$ cat src/rtl/hazard_pkg.sv
// Shared types and constants for the pipeline hazard controller: stage tags,
// controller states and forwarding select encodings.
package hazard_pkg;

  // Tags carry a fixed-width destination; narrower register indices are zero-extended.
  localparam int TAG_AW = 8;

  typedef struct packed {
    logic              valid;
    logic [TAG_AW-1:0] rd;
    logic              reg_wrt;
    logic              is_load;
    logic              mem_en;
    logic              lr_wrt;
    logic              fl_wrt;
  } stage_tag_t;

  typedef enum logic [1:0] {
    RUN      = 2'd0,
    LU_STALL = 2'd1,
    MEM_WAIT = 2'd2
  } fsm_state_t;

  localparam logic [1:0] FWD_REG = 2'd0;
  localparam logic [1:0] FWD_ALU = 2'd1;
  localparam logic [1:0] FWD_WB  = 2'd2;
  localparam logic [1:0] FWD_LR  = 2'd3;

  localparam logic [1:0] FLF_REG  = 2'd0;
  localparam logic [1:0] FLF_EXME = 2'd1;
  localparam logic [1:0] FLF_MEWB = 2'd2;

  localparam stage_tag_t TAG_NONE = '0;

  // Register 0 is hardwired, so a write to it never produces a forward.
  function automatic logic reg_match(input stage_tag_t tag, input logic [TAG_AW-1:0] src);
    return tag.valid && tag.reg_wrt && (tag.rd == src) && (tag.rd != '0);
  endfunction

endpackage

$ cat src/rtl/hazard_ctrl_fwd_select.sv
// Combinational tag comparison: next forwarding selects for the decode
// instruction and the load-use hazard flag.
module fwd_select
  import hazard_pkg::*;
#(
  parameter int REG_AW = 5
) (
  input  logic [REG_AW-1:0] id_rs1,
  input  logic [REG_AW-1:0] id_rs2,
  input  logic              id_rs1_used,
  input  logic              id_rs2_used,
  input  logic              id_rs1_is_LR,
  input  logic              id_uses_FL,
  input  stage_tag_t        ex_tag,
  input  stage_tag_t        mem_tag,
  output logic [1:0]        fwd1,
  output logic [1:0]        fwd2,
  output logic              fwd_lr,
  output logic [1:0]        fwd_fl,
  output logic              load_use
);

  logic rs1_ex, rs1_mem, rs2_ex, rs2_mem;

  always_comb begin
    // NOTE: every output gets a default before any branch so no path leaves a
    // variable unassigned, which would otherwise infer a latch.
    fwd1     = FWD_REG;
    fwd2     = FWD_REG;
    fwd_lr   = 1'b0;
    fwd_fl   = FLF_REG;

    // An LR read occupies operand 1, so it never matches a general register.
    rs1_ex   = id_rs1_used && !id_rs1_is_LR && reg_match(ex_tag,  TAG_AW'(id_rs1));
    rs1_mem  = id_rs1_used && !id_rs1_is_LR && reg_match(mem_tag, TAG_AW'(id_rs1));
    rs2_ex   = id_rs2_used && reg_match(ex_tag,  TAG_AW'(id_rs2));
    rs2_mem  = id_rs2_used && reg_match(mem_tag, TAG_AW'(id_rs2));

    if (id_rs1_is_LR) begin
      if (ex_tag.valid && ex_tag.lr_wrt) begin
        fwd1   = FWD_LR;
        fwd_lr = 1'b0;
      end else if (mem_tag.valid && mem_tag.lr_wrt) begin
        fwd1   = FWD_LR;
        fwd_lr = 1'b1;
      end
    end else if (rs1_ex) begin
      fwd1 = FWD_ALU;
    end else if (rs1_mem) begin
      fwd1 = FWD_WB;
    end

    if (rs2_ex) begin
      fwd2 = FWD_ALU;
    end else if (rs2_mem) begin
      fwd2 = FWD_WB;
    end

    if (id_uses_FL) begin
      if (ex_tag.valid && ex_tag.fl_wrt) begin
        fwd_fl = FLF_EXME;
      end else if (mem_tag.valid && mem_tag.fl_wrt) begin
        fwd_fl = FLF_MEWB;
      end
    end

    load_use = ex_tag.valid && ex_tag.is_load && (rs1_ex || rs2_ex);
  end

endmodule

$ cat src/rtl/hazard_ctrl.sv
// Pipeline hazard controller: shadow tag pipeline, stall/bubble/flush/freeze
// control and registered forwarding selects. HAZARD_STATS_EN builds counters.
module hazard_ctrl
  import hazard_pkg::*;
#(
  parameter int REG_AW = 5,
  parameter int STAT_W = 32
) (
  input  logic              clk,
  input  logic              rst_n,
  input  logic              id_valid,
  input  logic [REG_AW-1:0] id_rs1,
  input  logic [REG_AW-1:0] id_rs2,
  input  logic              id_rs1_used,
  input  logic              id_rs2_used,
  input  logic              id_rs1_is_LR,
  input  logic              id_uses_FL,
  input  logic [REG_AW-1:0] id_rd,
  input  logic              id_reg_wrt_en,
  input  logic              id_mem_rd,
  input  logic              id_mem_en,
  input  logic              id_LR_wrt,
  input  logic              id_FL_wrt,
  input  logic              ex_redirect,
  input  logic              mem_ready,
  output logic [1:0]        forward1_sel,
  output logic [1:0]        forward2_sel,
  output logic              forward_LR_sel,
  output logic [1:0]        forward_FL_sel,
  output logic              stall_if,
  output logic              stall_id,
  output logic              bubble_ex,
  output logic              flush_if_id,
  output logic              flush_id_ex,
  output logic              freeze,
  output logic [STAT_W-1:0] stat_lu,
  output logic [STAT_W-1:0] stat_mw,
  output logic [STAT_W-1:0] stat_fl
);

  fsm_state_t state, state_nxt;
  stage_tag_t ex_tag, mem_tag, wb_tag, id_tag;

  logic [1:0] fwd1_nxt, fwd2_nxt, fwd_fl_nxt;
  logic       fwd_lr_nxt, load_use;
  logic       mem_busy, lu_stall, do_flush;

  fwd_select #(.REG_AW(REG_AW)) u_fwd_select (
    .id_rs1       (id_rs1),
    .id_rs2       (id_rs2),
    .id_rs1_used  (id_rs1_used),
    .id_rs2_used  (id_rs2_used),
    .id_rs1_is_LR (id_rs1_is_LR),
    .id_uses_FL   (id_uses_FL),
    .ex_tag       (ex_tag),
    .mem_tag      (mem_tag),
    .fwd1         (fwd1_nxt),
    .fwd2         (fwd2_nxt),
    .fwd_lr       (fwd_lr_nxt),
    .fwd_fl       (fwd_fl_nxt),
    .load_use     (load_use)
  );

  always_comb begin
    id_tag         = TAG_NONE;
    id_tag.valid   = 1'b1;
    id_tag.rd      = TAG_AW'(id_rd);
    id_tag.reg_wrt = id_reg_wrt_en;
    id_tag.is_load = id_mem_rd;
    id_tag.mem_en  = id_mem_en;
    id_tag.lr_wrt  = id_LR_wrt;
    id_tag.fl_wrt  = id_FL_wrt;
  end

  // Freeze is taken combinationally on the first busy cycle so the access in
  // MEM never slips forward; the FSM only records that a wait is in progress.
  always_comb begin
    mem_busy    = mem_tag.valid && mem_tag.mem_en && !mem_ready;
    do_flush    = ex_redirect && !mem_busy;
    lu_stall    = load_use && !mem_busy && !ex_redirect;

    freeze      = mem_busy;
    stall_if    = mem_busy || lu_stall;
    stall_id    = mem_busy || lu_stall;
    bubble_ex   = lu_stall;
    flush_if_id = do_flush;
    flush_id_ex = do_flush;

    state_nxt   = RUN;
    if (mem_busy) begin
      state_nxt = MEM_WAIT;
    end else if (lu_stall) begin
      state_nxt = LU_STALL;
    end
  end

  always_ff @(posedge clk) begin
    // NOTE: sequential state uses non-blocking assignments so every register
    // samples the pre-edge values regardless of statement order.
    if (!rst_n) begin
      state          <= RUN;
      ex_tag         <= TAG_NONE;
      mem_tag        <= TAG_NONE;
      wb_tag         <= TAG_NONE;
      forward1_sel   <= FWD_REG;
      forward2_sel   <= FWD_REG;
      forward_LR_sel <= 1'b0;
      forward_FL_sel <= FLF_REG;
    end else begin
      state <= state_nxt;
      if (!mem_busy) begin
        wb_tag  <= mem_tag;
        mem_tag <= ex_tag;
        if (lu_stall || do_flush || !id_valid) begin
          ex_tag         <= TAG_NONE;
          forward1_sel   <= FWD_REG;
          forward2_sel   <= FWD_REG;
          forward_LR_sel <= 1'b0;
          forward_FL_sel <= FLF_REG;
        end else begin
          ex_tag         <= id_tag;
          forward1_sel   <= fwd1_nxt;
          forward2_sel   <= fwd2_nxt;
          forward_LR_sel <= fwd_lr_nxt;
          forward_FL_sel <= fwd_fl_nxt;
        end
      end
    end
  end

  // Invalid tags are always loaded as all-zero, so a stale payload never rides along.
  a_wb_tag_clean: assert property (@(posedge clk) disable iff (!rst_n)
    !wb_tag.valid |-> (wb_tag == TAG_NONE));

`ifdef HAZARD_STATS_EN
  logic [STAT_W-1:0] lu_cnt, mw_cnt, fl_cnt;

  // A wait cycle is any frozen cycle, including the first one before MEM_WAIT is reached.
  always_ff @(posedge clk) begin
    if (!rst_n) begin
      lu_cnt <= '0;
      mw_cnt <= '0;
      fl_cnt <= '0;
    end else begin
      if (state == LU_STALL && lu_cnt != '1) lu_cnt <= lu_cnt + STAT_W'(1);
      if (mem_busy && mw_cnt != '1)          mw_cnt <= mw_cnt + STAT_W'(1);
      if (do_flush && fl_cnt != '1)          fl_cnt <= fl_cnt + STAT_W'(1);
    end
  end

  assign stat_lu = lu_cnt;
  assign stat_mw = mw_cnt;
  assign stat_fl = fl_cnt;
`else
  assign stat_lu = '0;
  assign stat_mw = '0;
  assign stat_fl = '0;
`endif

endmodule

$ cat config.mk
export PLATFORM = sky130hd
export DESIGN_NAME = hazard_ctrl
export DESIGN_NICKNAME = d
export VERILOG_FILES = /design/src/rtl/hazard_pkg.sv /design/src/rtl/hazard_ctrl_fwd_select.sv /design/src/rtl/hazard_ctrl.sv
export SDC_FILE = /design/constraint.sdc
export NUM_CORES = 1
export LEC_CHECK = 0
export CAP_MARGIN = 25
export CORE_AREA = 2 2 83 85
export DETAILED_ROUTE_END_ITERATION = 7
export DIE_AREA = 0 0 85 87
export GPL_TIMING_DRIVEN = 1
export PLACE_DENSITY = 0.75
export SETUP_SLACK_MARGIN = 0.3
export SKIP_LAST_GASP = 1
export SYNTH_ARGS = -nofsm -noshare
export SYNTH_HDL_FRONTEND = slang
export SYNTH_SLANG_ARGS = --single-unit
$ cat constraint.sdc
create_clock -name clk -period 1.8 [get_ports clk]
set_input_delay 0.18 -clock clk [delete_from_list [all_inputs] [get_ports clk]]
set_output_delay 0.18 -clock clk [all_outputs]
set_load 0.02 [all_outputs]
Word-level counts from Yosys, hierarchy flattened
Cells that the tools add are included.
{"block": "op_classes", "n_eq_ne": 4, "n_mux": 18, "n_reduce_logical": 37}
{"op": "equality test 8 x 5 -> 1 bit", "n": 4}
{"op": "logical AND 1 bit", "n": 26}
{"op": "two-way mux 2 bit", "n": 13}
{"op": "nonzero test 8 bit", "n": 2}
{"op": "two-way mux 14 bit", "n": 1}
{"op": "logical NOT 1 bit", "n": 5}
{"op": "logical OR 1 bit", "n": 4}
{"op": "two-way mux 1 bit", "n": 4}
{"block": "totals", "regBits": 34}

Depth between registers and ports, before layout
Gate-level depths: netlist of run 1.
{"block": "logic_depth", "depth_word": 11, "ltp_mapped": 7, "ltp_nobuf": 6}

Cells and area by module
Synthesis of run 1 repeated with hierarchy kept, for this count alone.
{"block": "hier_totals", "cells_unflattened": 277, "hier_area_um2": 2273.4}
{"mod": "hazard_ctrl", "n_inst": 1, "cells_each": 228, "area_each_um2": 1895.6, "seq_area_each_um2": 580.6}
{"mod": "fwd_select", "n_inst": 1, "cells_each": 49, "area_each_um2": 377.9, "seq_area_each_um2": 0.0}

Worst setup path before layout of run 1
Ideal clock, no wire load.
{"block": "synth_path", "path_type": "register -> output", "startpoint": "register, netlist name ex_tag[9]", "endpoint": "output port stall_if", "arrival_ps": 1915, "required_ps": 1620, "slack_ps": -295, "stages_incl_launch_ff": 7, "n_path_buf": 1, "cell_sequence": "dfxtp_1 > xnor2_1 > nand4_1 > nor4b_4 > o211ai_2 > o21ai_0 > buf_4"}
{"block": "synth_between", "elab_chain_cells": 9}
{"item": "equality test 8 x 5 -> 1 bit", "line_no": "hazard_pkg.sv:37", "source": "return tag.valid && tag.reg_wrt && (tag.rd == src) && (tag.rd != '0);"}
{"item": "logical AND 1 bit (2 in a row)", "line_no": "hazard_pkg.sv:37"}
{"item": "logical AND 1 bit (on tied branches)", "line_no": "hazard_ctrl_fwd_select.sv:34, hazard_ctrl_fwd_select.sv:36"}
{"item": "logical OR 1 bit (*)", "line_no": "hazard_ctrl_fwd_select.sv:67", "source": "load_use = ex_tag.valid && ex_tag.is_load && (rs1_ex || rs2_ex);"}
{"item": "logical AND 1 bit (*)", "line_no": "hazard_ctrl_fwd_select.sv:67"}
{"item": "logical AND 1 bit (*) (2 in a row)", "line_no": "hazard_ctrl.sv:80", "source": "lu_stall = load_use && !mem_busy && !ex_redirect;"}
{"item": "logical OR 1 bit (*)"}
{"item": "to (decl)", "line_no": "hazard_ctrl.sv:30", "source": "output logic stall_if,"}
Every way passes the cells marked *; elsewhere a longest branch is shown, timed or not.

Worst setup path after layout of run 1
{"block": "layout_path", "startpoint": "register, netlist name ex_tag[7]", "endpoint": "output port stall_if"}
{"block": "layout_between", "elab_chain_cells": 9}
{"item": "equality test 8 x 5 -> 1 bit", "line_no": "hazard_pkg.sv:37"}
{"item": "logical AND 1 bit (2 in a row)", "line_no": "hazard_pkg.sv:37"}
{"item": "logical AND 1 bit (on tied branches)", "line_no": "hazard_ctrl_fwd_select.sv:34, hazard_ctrl_fwd_select.sv:36"}
{"item": "logical OR 1 bit (*)", "line_no": "hazard_ctrl_fwd_select.sv:67"}
{"item": "logical AND 1 bit (*)", "line_no": "hazard_ctrl_fwd_select.sv:67"}
{"item": "logical AND 1 bit (*) (2 in a row)", "line_no": "hazard_ctrl.sv:80"}
{"item": "logical OR 1 bit (*)", "line_no": "hazard_ctrl.sv:83", "source": "stall_if = mem_busy || lu_stall;"}
Marks and branches as above.

==> metrics, run 1 <==
endpoint of the most critical register-to-register path forward1_sel[0]; CP dominant cell by count buf_6; routed len/inst 11.4 um; wire length of the first global-routing pass 6750 um; largest net degree at the start of global routing 18; worst clock skew between 2 and 2.5 ps; R2R cell count 7; setup slack, reg-to-reg -240 ps; die width 85 um; worst-case vdd ir drop 0.296 mV; status finished with violations; Worst Min Path Start forward_LR_sel; number of buffers on the longest clock path 2; sort of element at the start of the critical path flip-flop; via count of the routed design 1598; number of global-route vias before repair around 1.4k; GRT Overall Usage 11.6%; PwrDens approximately 590 mW/mm^2; post-route DRC violation count 0; type of the setup path with the least slack reg2out; total leakage power 1.19 nW; Rows 30; slowest cell delay on critical path about 390 ps; post-synthesis area per instance 8.25 sq um; ratio of cells with drive above 1 in the final layout 19.3%; via density per instance 4.04; Detailed Route WL 4520 um; library cell occupying the most area in the post-synthesis netlist buf_4; TritonCTS sink count 28; leading cell type in the layout, fill and taps excluded conb_1; hold violation count in the final report 0; fraction of synthesized cell area taken by the top area cell type 36.4%; core area roughly 0.0066 sq mm; part of the cycle the worst path needs 114%; number of cells after detailed placement 387; Root Buffer clkbuf_8; post-route worst setup slack -258 ps; Worst Hold Endpoint forward_LR_sel; hpwl dp 3490 um; Netlist cell types 33; buffers added on ports a little over 40; antenna violation net count after detailed routing 0; signed area change from the synthesized netlist to the final layout 25.6%; clock buffer count from CTS 3; final-report setup violation count 21; utilization after layout about two fifths; effective utilization at floorplan between 30 and 40%; type of destination of the critical path primary output; # IOs approximately 140; worst setup slack before clock tree synthesis -727 ps; number of nets in the layout between 300 and 400; Synth Cell Area 0.00202 sq mm; Post-Layout Cell Count 396; cell-by-cell trace of the critical path buf_6 > or3_1 > o311a_1 > o211ai_4 > o21ai_4 > buf_6; unrepaired setup endpoints after global routing yes; initial DRC count 55; number of slew-limit violations in the final report 0; Clk pin slew, worst setup/hold paths 100 ps; required time at the endpoint of the critical path 1620 ps; commonest non-fill, non-tap cells in the layout 96 x conb_1, 33 x nand2_1, 33 x clkdlybuf4s50_1, 29 x buf_4, 22 x dfxtp_1; failing checks negative setup slack; Fmax achieved between 400 and 500 MHz; Hold Path Depth 2; cell type group with the largest total delay on the critical path compound AO/OA/AOI/OAI gates; arrival time worst endpoint 1880 ps; iteration count of the initial detailed-routing pass 4; Yosys warning total 0; Diodes inserted 0; post-route worst hold slack 452 ps; synthesized instance count 245; startpoint of the most critical register-to-register path ex_tag[7]; Total Die Area 0.00740 sq mm; portion of the post-synthesis area used by sequential elements between 20% and 30%; final critical path time including I/O delays and setup 2060 ps; top post-synthesis cells by area buf_4 36%, dfxtp_1 28%, nand2_1 6.1%; gpl congestion 0.832; worst hold path class reg2reg; CTS tree done; buffer and inverter count on the worst path 2; source-to-sink clock delay at the later pin of the worst-skew pair 280 ps; max cap viols 0; crit path max-delay cell type o311a_1; vertical die dimension 87 um; number of H-tree levels 1; number of antenna violations at the first check in global routing 0; critical-path maximum fanout 3; post-synthesis register bit count 28; total congestion overflow after global routing 0
kinds of logic (layout without fill, tap and decap cells):
| logic type | Yosys count | after routing | share of synthesized area [%] |
|---|---|---|---|
| other cells | 1 | 96 | 0.186 |
| compound gates | 32 | 32 | 11.1 |
| buf+inv | 106 | 81 | 38.3 |
| flops | 28 | 28 | 27.7 |
| simple gates | 58 | 59 | 14.0 |
| xor+xnor | 20 | 20 | 8.67 |
final cells by class:
| type | instances | area (sq um) |
|---|---|---|
| clock buffer | 3 | 41.3 |
| clock inverter | 1 | 30.0 |
| fill | 644 | 4030 |
| inverter | 3 | 11.3 |
| multi-input combinational | 207 | 1110 |
| sequential | 28 | 571 |
| tap | 80 | 100 |
| timing repair buffer | 74 | 676 |
worst max path at each step:
stage,startpoint,endpoint,depth (start not counted)
finish,ex_tag[7],stall_if,6
global route,ex_tag[5],bubble_ex,6
CTS,ex_tag[7],stall_if,6
detailed placement,id_rs1[0],bubble_ex,7
global placement,id_rs1[3],bubble_ex,7
floorplan,ex_tag[8],ex_tag[5],7
per-stage QoR:
step / cell area (sq um) / total power [mW] / setup TNS (ps)
finish: 2540 / 1.50 / -4410
global route: 2540 / 1.57 / -5390
CTS: 2520 / 1.50 / -4410
detailed placement: 2390 / 1.01 / -10390
global placement: 2390 / 1.00 / -9830
floorplan: 2410 / 1.05 / 0
tightest hold or removal path: cells and delay by family (launching register included):
family / cells / cell delay, ps
flip-flops: 1 / 320
AO/OA/AOI/OAI: 1 / 50
AND/OR/NAND/NOR: 1 / 50
power breakdown:
group / internal, mW / total, mW / switching [mW]
logic: 0.114 / 0.362 / 0.248
clock network: 0.298 / 0.501 / 0.202
registers: 0.630 / 0.640 / 0.0106
Yosys cell counts:
| cell type | number |
|---|---|
| xor2_1 | 9 |
| inv_1 | 3 |
| o211ai_1 | 1 |
| nor2_1 | 7 |
| o211ai_2 | 1 |
| conb_1 | 1 |
| and4_1 | 1 |
| buf_6 | 1 |
| and3_1 | 1 |
| nor4_1 | 2 |
| dfxtp_1 | 28 |
| or4_1 | 1 |
| nor4b_4 | 1 |
| or2_2 | 1 |
| o2111ai_1 | 1 |
| nand3_1 | 2 |
| or3_1 | 1 |
| buf_1 | 1 |
| o31ai_1 | 2 |
| nand4b_1 | 1 |
| a21oi_1 | 10 |
| a22o_1 | 10 |
| buf_2 | 1 |
| nor3_1 | 1 |
| nand4_1 | 5 |
| a211oi_1 | 1 |
| o21ai_0 | 5 |
| and2_1 | 1 |
| clkbuf_1 | 2 |
| buf_4 | 98 |
| nand2_1 | 33 |
| o311a_1 | 1 |
| xnor2_1 | 11 |
state kept, by name, summed over array words and instances, names as in the netlist:
name            flops
forward1_sel        2
forward_FL_sel      2
ex_tag             11
forward_LR_sel      1
forward2_sel        2
mem_tag            10
layer usage:
layer	part of all wire, %	global-route usage (%)
met5	0	0
met4	2.9	5.92
met3	7.0	1.52
met2	50	20.5
met1	40	13.8
timing repair:
action | 4_1_cts | 5_1_grt
setup buffers | 4 | 0
gates resized for setup | 43 | 5
hold buffers | 0 | 0
pin swaps | 9 | 4
setup endpoints to repair | 24 | 23
gates cloned | 1 | 0
Note: power is estimated with default switching activity, not from simulation.
==> run 2, diff against run 1 <==
--- a/config.mk
+++ b/config.mk
@@ -5,6 +5,7 @@
 export SDC_FILE = /design/constraint.sdc
 export NUM_CORES = 1
 export LEC_CHECK = 0
+export ABC_CLOCK_PERIOD_IN_PS = 1800
 export CAP_MARGIN = 25
 export CORE_AREA = 2 2 83 85
 export DETAILED_ROUTE_END_ITERATION = 7
==> results of run 2 <==
No change in the layout: final DEF, timing and power equal those of run 1.
==> run 3, diff against run 2 <==
--- a/config.mk
+++ b/config.mk
@@ -13,7 +13,6 @@
 export GPL_TIMING_DRIVEN = 1
 export PLACE_DENSITY = 0.75
 export SETUP_SLACK_MARGIN = 0.3
-export SKIP_LAST_GASP = 1
 export SYNTH_ARGS = -nofsm -noshare
 export SYNTH_HDL_FRONTEND = slang
 export SYNTH_SLANG_ARGS = --single-unit
==> run 3 against run 2 <==
The flow still finishes with violations (negative setup slack). Sequential power barely moved. Maximum frequency barely moved. Hold slack did not move. Utilization rose by 0.076 points. Cell area rose by 0.20%. Global-route usage did not move. Setup slack barely moved. Sequential share of layout area barely moved. Register-to-register slack barely moved. Critical endpoint unchanged.
==> metrics, run 3 (synthesized netlist as in run 1, its figures left out) <==
commonest non-fill, non-tap cells in the layout 96 x conb_1, 33 x nand2_1, 33 x clkdlybuf4s50_1, 31 x buf_4, 22 x dfxtp_1; critical-path maximum fanout 3 (unchanged); beginning of the critical path ex_tag[7]; leading cell type in the layout, fill and taps excluded conb_1; wire length of the first global-routing pass 6750 um (unchanged); Fmax achieved 486 MHz (about the same); via density per instance 4.03 (about the same); source-to-sink clock delay at the later pin of the worst-skew pair 280 ps (about the same); hold violation count in the final report 0 (unchanged); sort of element at the start of the critical path flip-flop; final critical path time including I/O delays and setup 2060 ps (-0.0130 ps); leading registers by flop count ex_tag x11, mem_tag x10; initial DRC count 55 (unchanged); Worst Min Path Start forward_LR_sel; TritonCTS sink count 28 (unchanged); total power consumption of the routed design 1.50 mW (about the same); number of flip-flops in the largest register 11 (unchanged); arrival time worst endpoint 1880 ps (about the same); Root Buffer clkbuf_8; CTS tree done; worst hold path class reg2reg; slowest cell delay on critical path 390 ps (about the same); number of buffers on the longest clock path 2 (unchanged); buffers added on ports 41 (unchanged); via count of the routed design 1597 (-0.063%); status finished with violations; Diodes inserted 0 (unchanged); post-route DRC violation count 0 (unchanged); effective utilization at floorplan 30.8% (unchanged); failing checks negative setup slack; type of the setup path with the least slack reg2out; part of the cycle the worst path needs 114% (about the same); total congestion overflow after global routing 0 (unchanged); max cap viols 0 (unchanged); hpwl dp 3490 um (unchanged); PwrDens 592 mW/mm^2 (-0.10%); routed len/inst 11.4 um (about the same); ratio of cells with drive above 1 in the final layout 19.3% (unchanged); post-route worst setup slack -258 ps (+0.0130 ps); type of destination of the critical path primary output; total leakage power 1.19 nW (+0.15%); CP dominant cell by count buf_6; final-report setup violation count 21 (unchanged); number of slew-limit violations in the final report 0 (unchanged); number of global-route vias before repair 1437 (+0.070%); Total Die Area 0.00740 sq mm (unchanged); crit path max-delay cell type o311a_1; required time at the endpoint of the critical path 1620 ps (about the same); gpl congestion 0.832 (unchanged); vertical die dimension 87 um (unchanged); iteration count of the initial detailed-routing pass 4 (unchanged); Clk pin slew, worst setup/hold paths 100 ps (about the same); largest net degree at the start of global routing 18 (unchanged); placed instance area 0.00239 sq mm (unchanged); post-route cell area 0.00254 sq mm (+0.20%); worst-case vdd ir drop 0.296 mV (about the same); Rows 30 (unchanged); unrepaired setup endpoints after global routing yes; Detailed Route WL 4520 um (about the same); antenna violation net count after detailed routing 0 (unchanged); die width 85 um (unchanged); startpoint of the most critical register-to-register path ex_tag[7]; cell-by-cell trace of the critical path buf_6 > or3_1 > o311a_1 > o211ai_4 > o21ai_4 > buf_6; Top reg by flops ex_tag; GRT Overall Usage 11.6% (unchanged); # IOs 138 (unchanged); number of nets in the layout 346 (unchanged); core area 0.00657 sq mm (unchanged); signed area change from the synthesized netlist to the final layout 25.8%; worst clock skew 2.42 ps (unchanged); number of antenna violations at the first check in global routing 0 (unchanged); clock buffer count from CTS 3 (unchanged); number of H-tree levels 1 (unchanged)
==> run 3: cell types whose count changed in the layout (fill, tap and decap cells not counted) <==
cell,delta
buf_4,+2
buf_2,-2
==> run 3: metal layers <==
metal  share of wire (%)  wire (um)  GRT usage [%]  vias to the layer above
met2                  50       2250           20.5                       93
met1                  40       1820           13.8                      733
met5                   0          0              0                        -
met4                 2.9        129           5.92                        0
li1                    -          -              -                      760
met3                 7.1        319           1.52                       11
==> run 3: metrics by stage <==
| stage | setup WS [ps] | TNS (ps) | instances | hold WS [ps] | utilization (%) |
|---|---|---|---|---|---|
| after floorplan | 42.5 | 0 | 340 | 319 | - |
| after global placement | -724 | -9830 | 387 | 436 | 36.4 |
| after detailed placement | -727 | -10390 | 387 | 447 | 36.4 |
| after CTS | -264 | -4410 | 396 | 460 | 38.3 |
| after global routing | -310 | -5390 | 396 | 469 | 38.7 |
| final | -258 | -4410 | 396 | 452 | 38.7 |
==> run 3: worst paths after layout <==
| check | to | slack (ps) | depth (start not counted) |
|---|---|---|---|
| hold / removal | forward_LR_sel | 450 | 2 |
| hold reg to reg | forward_LR_sel | 450 | 2 |
| setup / recovery | stall_if | -260 | 6 |
| setup reg to reg | forward1_sel[0] | -240 | 7 |
==> run 3: repair_timing <==
action,4_1_cts,5_1_grt
gates resized for setup,43,7
hold endpoints to repair,0,0
cloned,1,0
buffers inserted,4,0
pin swaps,9,4
endpoints found under the setup margin,24,23
hold buffers,0,0
==> run 3: where the power goes <==
part,switching [mW],total (mW),leakage [nW],internal (mW)
registers,0.0106,0.640,0.230,0.630
logic,0.248,0.363,0.924,0.115
clock network,0.202,0.501,0.0357,0.298
total,0.461,1.50,1.19,1.04
==> run 3: worst max-delay path: cells and delay by family (launching register included) <==
| family | cells | cell delay [ps] |
|---|---|---|
| and+or+nand+nor | 1 | 360 |
| AOI/OAI and AO/OA | 3 | 640 |
| DFF | 1 | 360 |
| buffers and inverters | 2 | 250 |
==> run 3: final cells by class <==
type | count | area (sq um)
inverter | 3 | 11.3
tap | 80 | 100
clock inverter | 1 | 30.0
multi-input combinational | 207 | 1110
fill | 643 | 4030
timing repair buffer | 74 | 681
sequential | 28 | 571
clock buffer | 3 | 41.3
